$ cat src/rtl/pipe_pkg.sv
// Shared definitions for the EX/MEM pipeline stage: control bit positions,
// skid-buffer state encoding and the reference payload layout.
package pipe_pkg;

  localparam int CTRL_REGWRITE = 0;
  localparam int CTRL_MEMTOREG = 1;
  localparam int CTRL_MEMREAD  = 2;
  localparam int CTRL_MEMWRITE = 3;

  localparam int DEF_DATA_W = 32;
  localparam int DEF_REG_AW = 5;
  localparam int DEF_CTRL_W = 4;

  typedef enum logic [1:0] {
    ST_EMPTY = 2'd0,
    ST_BUSY  = 2'd1,
    ST_FULL  = 2'd2
  } skid_state_e;

  // Field order is the packing order used by exmem_pipe_stage for any width.
  typedef struct packed {
    logic [DEF_CTRL_W-1:0] ctrl;
    logic [DEF_DATA_W-1:0] alu;
    logic [DEF_DATA_W-1:0] wdata;
    logic [DEF_REG_AW-1:0] rd;
  } exmem_payload_t;

  function automatic int payload_width(input int ctrl_w, input int data_w,
                                       input int reg_aw);
    return ctrl_w + 2 * data_w + reg_aw;
  endfunction

endpackage

$ cat src/rtl/pipe_skid_buf.sv
// Two-entry skid buffer with flush; ready and valid come straight from flops
// so neither side sees a combinational path through this stage.
//
//   state    | meaning
//   ST_EMPTY | no entry held, outputs invalid
//   ST_BUSY  | main register m_q holds the head entry
//   ST_FULL  | m_q holds the head, s_q holds the next entry, input blocked
module pipe_skid_buf
  import pipe_pkg::*;
#(
  parameter int WIDTH = 8
) (
  input  logic             clk_i,
  input  logic             rst_i,
  input  logic             flush_i,
  input  logic             in_valid_i,
  output logic             in_ready_o,
  input  logic [WIDTH-1:0] in_data_i,
  output logic             out_valid_o,
  input  logic             out_ready_i,
  output logic [WIDTH-1:0] out_data_o
);

  skid_state_e      state_q;
  logic [WIDTH-1:0] m_q;
  logic [WIDTH-1:0] s_q;
  logic             in_ready_q;
  logic             out_valid_q;
  logic             in_xfer;
  logic             out_xfer;

  assign in_xfer     = in_valid_i & in_ready_q;
  assign out_xfer    = out_valid_q & out_ready_i;
  assign in_ready_o  = in_ready_q;
  assign out_valid_o = out_valid_q;
  assign out_data_o  = m_q;

  always_ff @(posedge clk_i) begin
    if (rst_i) begin
      state_q     <= ST_EMPTY;
      m_q         <= '0;
      s_q         <= '0;
      in_ready_q  <= 1'b1;
      out_valid_q <= 1'b0;
    end else if (flush_i) begin
      // Held data is left in place; only the valid state is dropped.
      state_q     <= ST_EMPTY;
      in_ready_q  <= 1'b1;
      out_valid_q <= 1'b0;
    end else begin
      case (state_q)
        ST_EMPTY: begin
          if (in_xfer) begin
            m_q         <= in_data_i;
            state_q     <= ST_BUSY;
            out_valid_q <= 1'b1;
          end
        end
        ST_BUSY: begin
          if (in_xfer && out_xfer) begin
            m_q <= in_data_i;
          end else if (in_xfer) begin
            s_q        <= in_data_i;
            state_q    <= ST_FULL;
            in_ready_q <= 1'b0;
          end else if (out_xfer) begin
            state_q     <= ST_EMPTY;
            out_valid_q <= 1'b0;
          end
        end
        ST_FULL: begin
          if (out_xfer) begin
            m_q        <= s_q;
            state_q    <= ST_BUSY;
            in_ready_q <= 1'b1;
          end
        end
        default: begin
          state_q     <= ST_EMPTY;
          in_ready_q  <= 1'b1;
          out_valid_q <= 1'b0;
        end
      endcase
    end
  end

endmodule

$ cat src/rtl/exmem_pipe_stage.sv
// EX/MEM pipeline register with valid/ready handshake, flush, x0 write
// guarding on the MEM side and a saturating backpressure cycle counter.
module exmem_pipe_stage
  import pipe_pkg::*;
#(
  parameter int DATA_W   = 32,
  parameter int REG_AW   = 5,
  parameter int CTRL_W   = 4,
  parameter int X0_GUARD = 1,
  parameter int CNT_W    = 16
) (
  input  logic              clk_i,
  input  logic              rst_i,
  input  logic              flush_i,
  input  logic              in_valid_i,
  output logic              in_ready_o,
  input  logic [CTRL_W-1:0] in_ctrl_i,
  input  logic [DATA_W-1:0] in_alu_i,
  input  logic [DATA_W-1:0] in_wdata_i,
  input  logic [REG_AW-1:0] in_rd_i,
  output logic              out_valid_o,
  input  logic              out_ready_i,
  output logic [CTRL_W-1:0] out_ctrl_o,
  output logic [DATA_W-1:0] out_alu_o,
  output logic [DATA_W-1:0] out_wdata_o,
  output logic [REG_AW-1:0] out_rd_o,
  output logic [CNT_W-1:0]  stall_cnt_o
);

  localparam int PAY_W = payload_width(CTRL_W, DATA_W, REG_AW);
  localparam logic [CNT_W-1:0] CNT_MAX = '1;

  typedef struct packed {
    logic [CTRL_W-1:0] ctrl;
    logic [DATA_W-1:0] alu;
    logic [DATA_W-1:0] wdata;
    logic [REG_AW-1:0] rd;
  } payload_t;

  payload_t          in_pay;
  payload_t          m_pay;
  logic              m_valid;
  logic [CTRL_W-1:0] ctrl_gated;
  logic [CNT_W-1:0]  stall_cnt_q;
  logic [CNT_W-1:0]  stall_cnt_d;

  assign in_pay.ctrl  = in_ctrl_i;
  assign in_pay.alu   = in_alu_i;
  assign in_pay.wdata = in_wdata_i;
  assign in_pay.rd    = in_rd_i;

  pipe_skid_buf #(
    .WIDTH(PAY_W)
  ) u_skid (
    .clk_i      (clk_i),
    .rst_i      (rst_i),
    .flush_i    (flush_i),
    .in_valid_i (in_valid_i),
    .in_ready_o (in_ready_o),
    .in_data_i  (in_pay),
    .out_valid_o(m_valid),
    .out_ready_i(out_ready_i),
    .out_data_o (m_pay)
  );

  // Bubbles must never write memory or the register file.
  always_comb begin
    ctrl_gated = m_pay.ctrl;
    if (X0_GUARD != 0 && m_pay.rd == '0) begin
      ctrl_gated[CTRL_REGWRITE] = 1'b0;
    end
    if (!m_valid) begin
      ctrl_gated = '0;
    end
  end

  always_comb begin
    stall_cnt_d = stall_cnt_q;
    if (m_valid && !out_ready_i && stall_cnt_q != CNT_MAX) begin
      stall_cnt_d = stall_cnt_q + CNT_W'(1);
    end
  end

  always_ff @(posedge clk_i) begin
    if (rst_i) begin
      stall_cnt_q <= '0;
    end else begin
      stall_cnt_q <= stall_cnt_d;
    end
  end

  assign out_valid_o = m_valid;
  assign out_ctrl_o  = ctrl_gated;
  assign out_alu_o   = m_pay.alu;
  assign out_wdata_o = m_pay.wdata;
  assign out_rd_o    = m_pay.rd;
  assign stall_cnt_o = stall_cnt_q;

endmodule

$ cat config.mk
export PLATFORM = sky130hd
export DESIGN_NAME = exmem_pipe_stage
export DESIGN_NICKNAME = d
export VERILOG_FILES = /design/src/rtl/pipe_pkg.sv /design/src/rtl/pipe_skid_buf.sv /design/src/rtl/exmem_pipe_stage.sv
export SDC_FILE = /design/constraint.sdc
export NUM_CORES = 1
export LEC_CHECK = 0
export ABC_AREA = 1
export CORE_ASPECT_RATIO = 1.75
export CORE_UTILIZATION = 50
export DETAILED_ROUTE_END_ITERATION = 7
export DONT_BUFFER_PORTS = 1
export PLACE_DENSITY = 0.74
export SYNTH_ARGS = -nofsm -noshare
export SYNTH_HDL_FRONTEND = slang
export SYNTH_SLANG_ARGS = --single-unit
$ cat constraint.sdc
create_clock -name clk_i -period 2.08 [get_ports clk_i]
set_input_delay 0.208 -clock clk_i [delete_from_list [all_inputs] [get_ports clk_i]]
set_output_delay 0.208 -clock clk_i [all_outputs]
set_load 0.03 [all_outputs]
## Word-level counts from Yosys, hierarchy flattened

Index checks and enable logic that the tools add are counted.

- Bitwise logic cells: 6
- Multiplexer cells: 21
- Equality and inequality tests: 11
- Add/subtract/negate cells: 1
- Reduce and logical (&&, ||, !) cells: 13

Operators by type and width:

| cell | number |
|---|---|
| $mux W73 | 3 |
| $pmux W73 S3 | 1 |
| $add A16 B1 Y16 const B | 1 |
| $ne A16 B16 Y1 const B | 1 |
| $reduce_and A4 Y1 | 3 |
| $mux W2 | 5 |
| $ne A2 B1 Y1 const B | 5 |
| $reduce_and A5 Y1 | 2 |
| $mux W1 | 8 |
| $pmux W1 S3 | 2 |
| $pmux W2 S3 | 1 |
| $logic_not A5 Y1 | 1 |
| $mux W4 | 1 |
| $ne A2 B2 Y1 const B | 2 |
| $not A1 Y1 | 4 |
| $logic_and A1 B1 Y1 | 3 |
| $ne A3 B1 Y1 const B | 1 |
| $reduce_bool A3 Y1 | 1 |
| $and A1 B1 Y1 | 2 |
| $eq A2 B1 Y1 const B | 1 |
| $eq A2 B2 Y1 const B | 1 |
| $logic_not A2 Y1 | 1 |
| $reduce_or A2 Y1 | 1 |
| $logic_not A1 Y1 | 1 |

- Output and inout bits: 91
- Word-level logic and storage cells: 58
- Register bits: 166

## Depth between registers and ports, before layout

- Word-level depth: 5
- Depth in mapped cells: 9
- Gate-level depth less buffers: 9

## Cells and area by module

From an unflattened synthesis, not the netlist that was laid out.

- Cell total of the unflattened synthesis: 1231
- Area total of the unflattened synthesis: 7971.4 um^2

Modules (own cells, without submodules):

| module | times used | area each (um^2) | sequential area each (um^2) | cells an instance |
|---|---|---|---|---|
| pipe_skid_buf | 1 | 6886.6 | 3002.9 | 1071 |
| exmem_pipe_stage | 1 | 1084.8 | 320.3 | 160 |

## Worst setup path after synthesis

OpenSTA, ideal clock, no wires.

- Kind: reg-to-reg
- Start point: register stall_cnt_q[1], in the netlist stall_cnt_o[1]
- End point: register stall_cnt_q[7], in the netlist stall_cnt_o[7]
- Data arrival time: 1600 ps
- Clock period less this slack: 1716 ps
- Slack: 364 ps
- Cell stages (with the launch flop): 10
- Path buffers: 1
- Path through: dfxtp_1 -> ha_1 -> nand2_1 -> nor2_1 -> nand2_1 -> nor2_1 -> nor2_1 -> buf_2 -> o21ai_0 -> nor2_1

- Word-level cells in the longest chain between the ends: 2
- Elaborated cells between the ends (all ways): 3
- Those cells by class: 1 x add/sub; 1 x eq/ne; 1 x reduce/logical

RTL lines:

| element | RTL line | source |
|---|---|---|
| from (decl) | exmem_pipe_stage.sv:44 | `logic [CNT_W-1:0] stall_cnt_q;` |
| from (signal assigned) | exmem_pipe_stage.sv:88 | `stall_cnt_q <= stall_cnt_d;` |
| parallel branches: the longest is 2 deep, another holds $add A16 B1 Y16 | -- |  |

Several ways; the timed one is not identified.
A chain may end at the register's enable or synchronous reset.

## Worst setup path after layout

- Start point: register u_skid.state_q[0]
- End point: register u_skid.m_q[41], in the netlist u_skid.out_data_o[41]

- Word-level cells in the longest chain between the ends: 3
- Elaborated cells between the ends (all ways): 9
- Those cells by class: 5 x eq/ne; 1 x mux; 3 x reduce/logical

RTL lines:

| element | RTL line | source |
|---|---|---|
| from (decl) | pipe_skid_buf.sv:24 | `skid_state_e state_q;` |
| from (signal assigned) | pipe_skid_buf.sv:40 | `state_q <= ST_EMPTY;` |
| from (signal assigned) | pipe_skid_buf.sv:47 | `state_q <= ST_EMPTY;` |
| from (signal assigned) | pipe_skid_buf.sv:55 | `state_q <= ST_BUSY;` |
| $eq A2 B1 Y1 (tied with other cells) | pipe_skid_buf.sv:51 | `case (state_q)` |
| $ne A2 B1 Y1 (no line) or $reduce_bool A3 Y1 (tied branches) | -- |  |
| $reduce_and A5 Y1 (no line) | -- |  |
| to (signal assigned) | pipe_skid_buf.sv:54 | `m_q <= in_data_i;` |
| to (signal assigned) | pipe_skid_buf.sv:61 | `m_q <= in_data_i;` |
| to (signal assigned) | pipe_skid_buf.sv:73 | `m_q <= s_q;` |
| to (decl) | pipe_skid_buf.sv:25 | `logic [WIDTH-1:0] m_q;` |

Several ways; a longest one is shown, not always the timed one.

==> reports/qor.csv <==
stage,metric,value,unit
critical_path,Worst setup SP type,flip-flop,
synth,Synth Area in Simple Gates,0.2204,
synth,Mapped Avg Cell Area,7.025,sq um
cts,"Reg clk slew, reported paths",0.07,ns
final_layout,fin nets,1146,
power,Pleak,0.003553,uW
cts,quantity of hold-fixing buffers added after cts,63,
synth,Synth Area in Compound Gates,0.1773,
power,Power Density,855.7,nW/um^2
synth,#FFs+latches synth,166,
grt,grt peak-use layer,met2,
final_layout,most frequent cells in the layout,"nor2_1, o21ai_0, nand2_1",
routing,first-iteration detailed-routing DRC count,300,
synth,Post-Synth Adder-Cell Area,0.001646,
cts,Root Buffer,clkbuf_16,
critical_path,crit path max fanout,29,
synth,Cells after Synth,1082,
grt,vias in the first global route,6172,
grt,gr usage total,0.2324,
grt,global route overflow,0,
critical_path,critical path endpoint category,flip-flop,
cts,CTS H-Tree Depth,4,
timing,Slew HR,0.5138,
grt,met1 Usage GRT,0.2554,
timing,Tmin final,1.782,ns
routing,Antenna Violating Nets Remaining,0,
grt,antenna violations before repair,0,
critical_path,CP startpoint,u_skid.state_q[0],
critical_path,worst path required time,2.43,ns
timing,total negative slack,0,ns
grt,pin count of the biggest net entering global routing,82,
floorplan,Die Area,15720,sq um
synth,multiplexer share of the synthesized area,0,
final_layout,Area Growth Syn to Fin,11.31,%
synth,"Distinct cells, synth",27,
floorplan,core box area,14840,sq um
routing,routed length per instance,14.27,microns
run_status,outcome,"complete, no violations",
critical_path,Worst path most repeated cell,nor2_1,
cts,Post-CTS Setup Inserts,0,
cts,"Clk Latency, worst-skew pair",0.41,ns
placement,gpl congestion,0.8144,
cts,post_cts resized,0,
final_layout,Final Util,0.5702,
cts,Clock Tree Buf Depth,2,
critical_path,WS Path Type,flip-flop to flip-flop,
routing,Via density,5.140,
min_path,hold crit path type,primary input to flip-flop,
timing,unrepaired setup endpoints after global routing,no,
cts,TritonCTS Buffers,17,
synth,YS warnings,0,
cts,CTS tree,done,
timing,Worst Tran Pin Value,0.7293,ns
placement,Placement Cell Area,7254,sq um
grt,first-pass GRT wire length,28900,microns
timing,Max Slew Vio Count,0,
critical_path,Critical R2R Capture,u_skid.out_data_o[41],
final_layout,diodes inserted,0,
final_layout,"commonest non-fill, non-tap cell in the layout",nor2_1,
floorplan,chip width,95.21,microns
routing,via count,6492,
critical_path,RR Startpoint,u_skid.state_q[0],
critical_path,R2R setup slack,0.30,ns
power,peak supply drop,0.6853,mV
final_layout,final instance area,8461,sq um
timing,Final setup viols,0,
routing,Remaining DRCs,0,
routing,drt first pass iters,5,
timing,Max Clock Freq,0.5612,GHz
floorplan,Die Ht,165.1,microns
final_layout,fraction of layout cells with a size suffix above 1,0.07130,
grt,global routing usage on met2,0.4058,
synth,post-synthesis instance area,7601,sq um
floorplan,Starting Density,0.5123,
final_layout,FILL cells,1376,
grt,Global Route met3 Usage,0.06548,
synth,largest family of logic cells by synthesized area,simple AND/OR/NAND/NOR gates,
min_path,Hold Startpoint,in_wdata_i[31],
critical_path,worst-path cell chain,"nor2_1, nor2_1, nor3_4, buf_4, o21ai_0, nor2_1",
synth,Syn Nets,1161,
critical_path,Worst Path Arrival,2.13,ns
min_path,Hold Crit Depth,2,
synth,xor and xnor area share after synthesis,0.008066,
timing,fin crit share,0.8567,
critical_path,crit path max-delay cell type,dfxtp_1,
cts,Sinks on Clock Net,166,
placement,hpwl dp,11080,microns
critical_path,cells on worst reg2reg path,6,
critical_path,CP endpoint,u_skid.out_data_o[41],
timing,skew final,0.01170,ns
placement,PortBufs,0,
floorplan,# IOs,169,
routing,Post-Route WL,18030,microns
timing,count of final hold-check violations,0,
job,Max Cap Viol,0,
synth,register area share after synthesis,0.4372,
floorplan,row cnt,59,
critical_path,crit-path max cell delay,0.38,ns
## logic make-up (layout without fill, tap and decap cells)
group / count (synthesis) / after routing
compound gates: 268 / 268
fa+ha+maj: 1 / 1
buf+inv: 210 / 208
simple gates: 430 / 430
xor+xnor: 7 / 7
flops: 166 / 166
## synth_stat cells
cell type / count / area (sq um)
nand4_1: 4 / 25.02
nand2_1: 173 / 649.4
o21ai_0: 184 / 920.9
nor2_4: 1 / 11.26
a21oi_1: 59 / 295.3
xor2_1: 3 / 26.28
buf_4: 72 / 540.5
nor2_2: 1 / 6.260
nor2_1: 231 / 867.1
clkbuf_1: 32 / 120.1
a21boi_0: 1 / 7.510
nand3_2: 1 / 10.01
o21ai_1: 23 / 115.1
xnor2_1: 4 / 35.03
inv_1: 72 / 270.3
nand3_1: 12 / 60.06
a211o_1: 1 / 8.760
nor3_1: 4 / 20.02
buf_1: 1 / 3.750
inv_2: 4 / 15.01
ha_1: 1 / 12.51
nor3_2: 2 / 20.02
nand2_2: 1 / 6.260
clkinv_1: 1 / 3.750
buf_6: 14 / 157.7
buf_2: 14 / 70.07
dfxtp_1: 166 / 3323
## worst min-delay path by stage
stage / end
floorplan: stall_cnt_o[10]
detailed placement: stall_cnt_o[11]
finish: u_skid.s_q[36]
global route: u_skid.s_q[58]
CTS: u_skid.s_q[62]
global placement: stall_cnt_o[11]
## worst max-delay path, delay by kind of cell (launching register included)
kind / cells / cell delay, ns
DFF: 1 / 0.38
and+or+nand+nor: 4 / 0.82
AOI/OAI and AO/OA: 1 / 0.13
buffers and inverters: 1 / 0.38
## metal layers
layer  wire (microns)  part of all wire
met1             7112              0.39
met3             1213             0.067
met5                0                 0
met2             9226              0.51
met4              474             0.026
## stage by stage
step | cells | hold slack, ns | worst slack, ns | power (uW)
global placement | 1167 | 0.2790 | 0.4019 | 4183
detailed placement | 1167 | 0.2809 | 0.2883 | 4195
finish | 1263 | 0.005038 | 0.2982 | 7240
CTS | 1262 | 0.0001055 | 0.2879 | 7306
floorplan | 1082 | 0.2771 | 0.3636 | 4216
global route | 1263 | 0.004453 | 0.1368 | 7546
## registers in the layout, indices dropped and copies added, names as in the netlist
| register | count |
|---|---|
| u_skid.s_q | 73 |
| u_skid.out_data_o | 73 |
| u_skid.in_ready_o | 1 |
| u_skid.state_q | 2 |
| stall_cnt_o | 16 |
| u_skid.out_valid_o | 1 |
## where the power goes
| group | switching (uW) | internal (uW) | total, uW |
|---|---|---|---|
| Combinational | 347 | 253 | 600 |
| Clock | 1370 | 1640 | 3010 |
| Sequential | 298 | 3330 | 3630 |
| Total | 2010 | 5230 | 7240 |
## area by class of cell
| type | instances | area, sq um | share of cell area |
|---|---|---|---|
| Tap cell | 183 | 229.0 | 0.02706 |
| Multi-Input combinational cell | 706 | 3110 | 0.3676 |
| Inverter | 77 | 291.5 | 0.03446 |
| Clock buffer | 20 | 456.7 | 0.05398 |
| Clock inverter | 12 | 108.9 | 0.01287 |
| Sequential cell | 166 | 3323 | 0.3928 |
| Timing Repair Buffer | 99 | 940.9 | 0.1112 |
No activity file was read; power rests on OpenSTA's default activity.
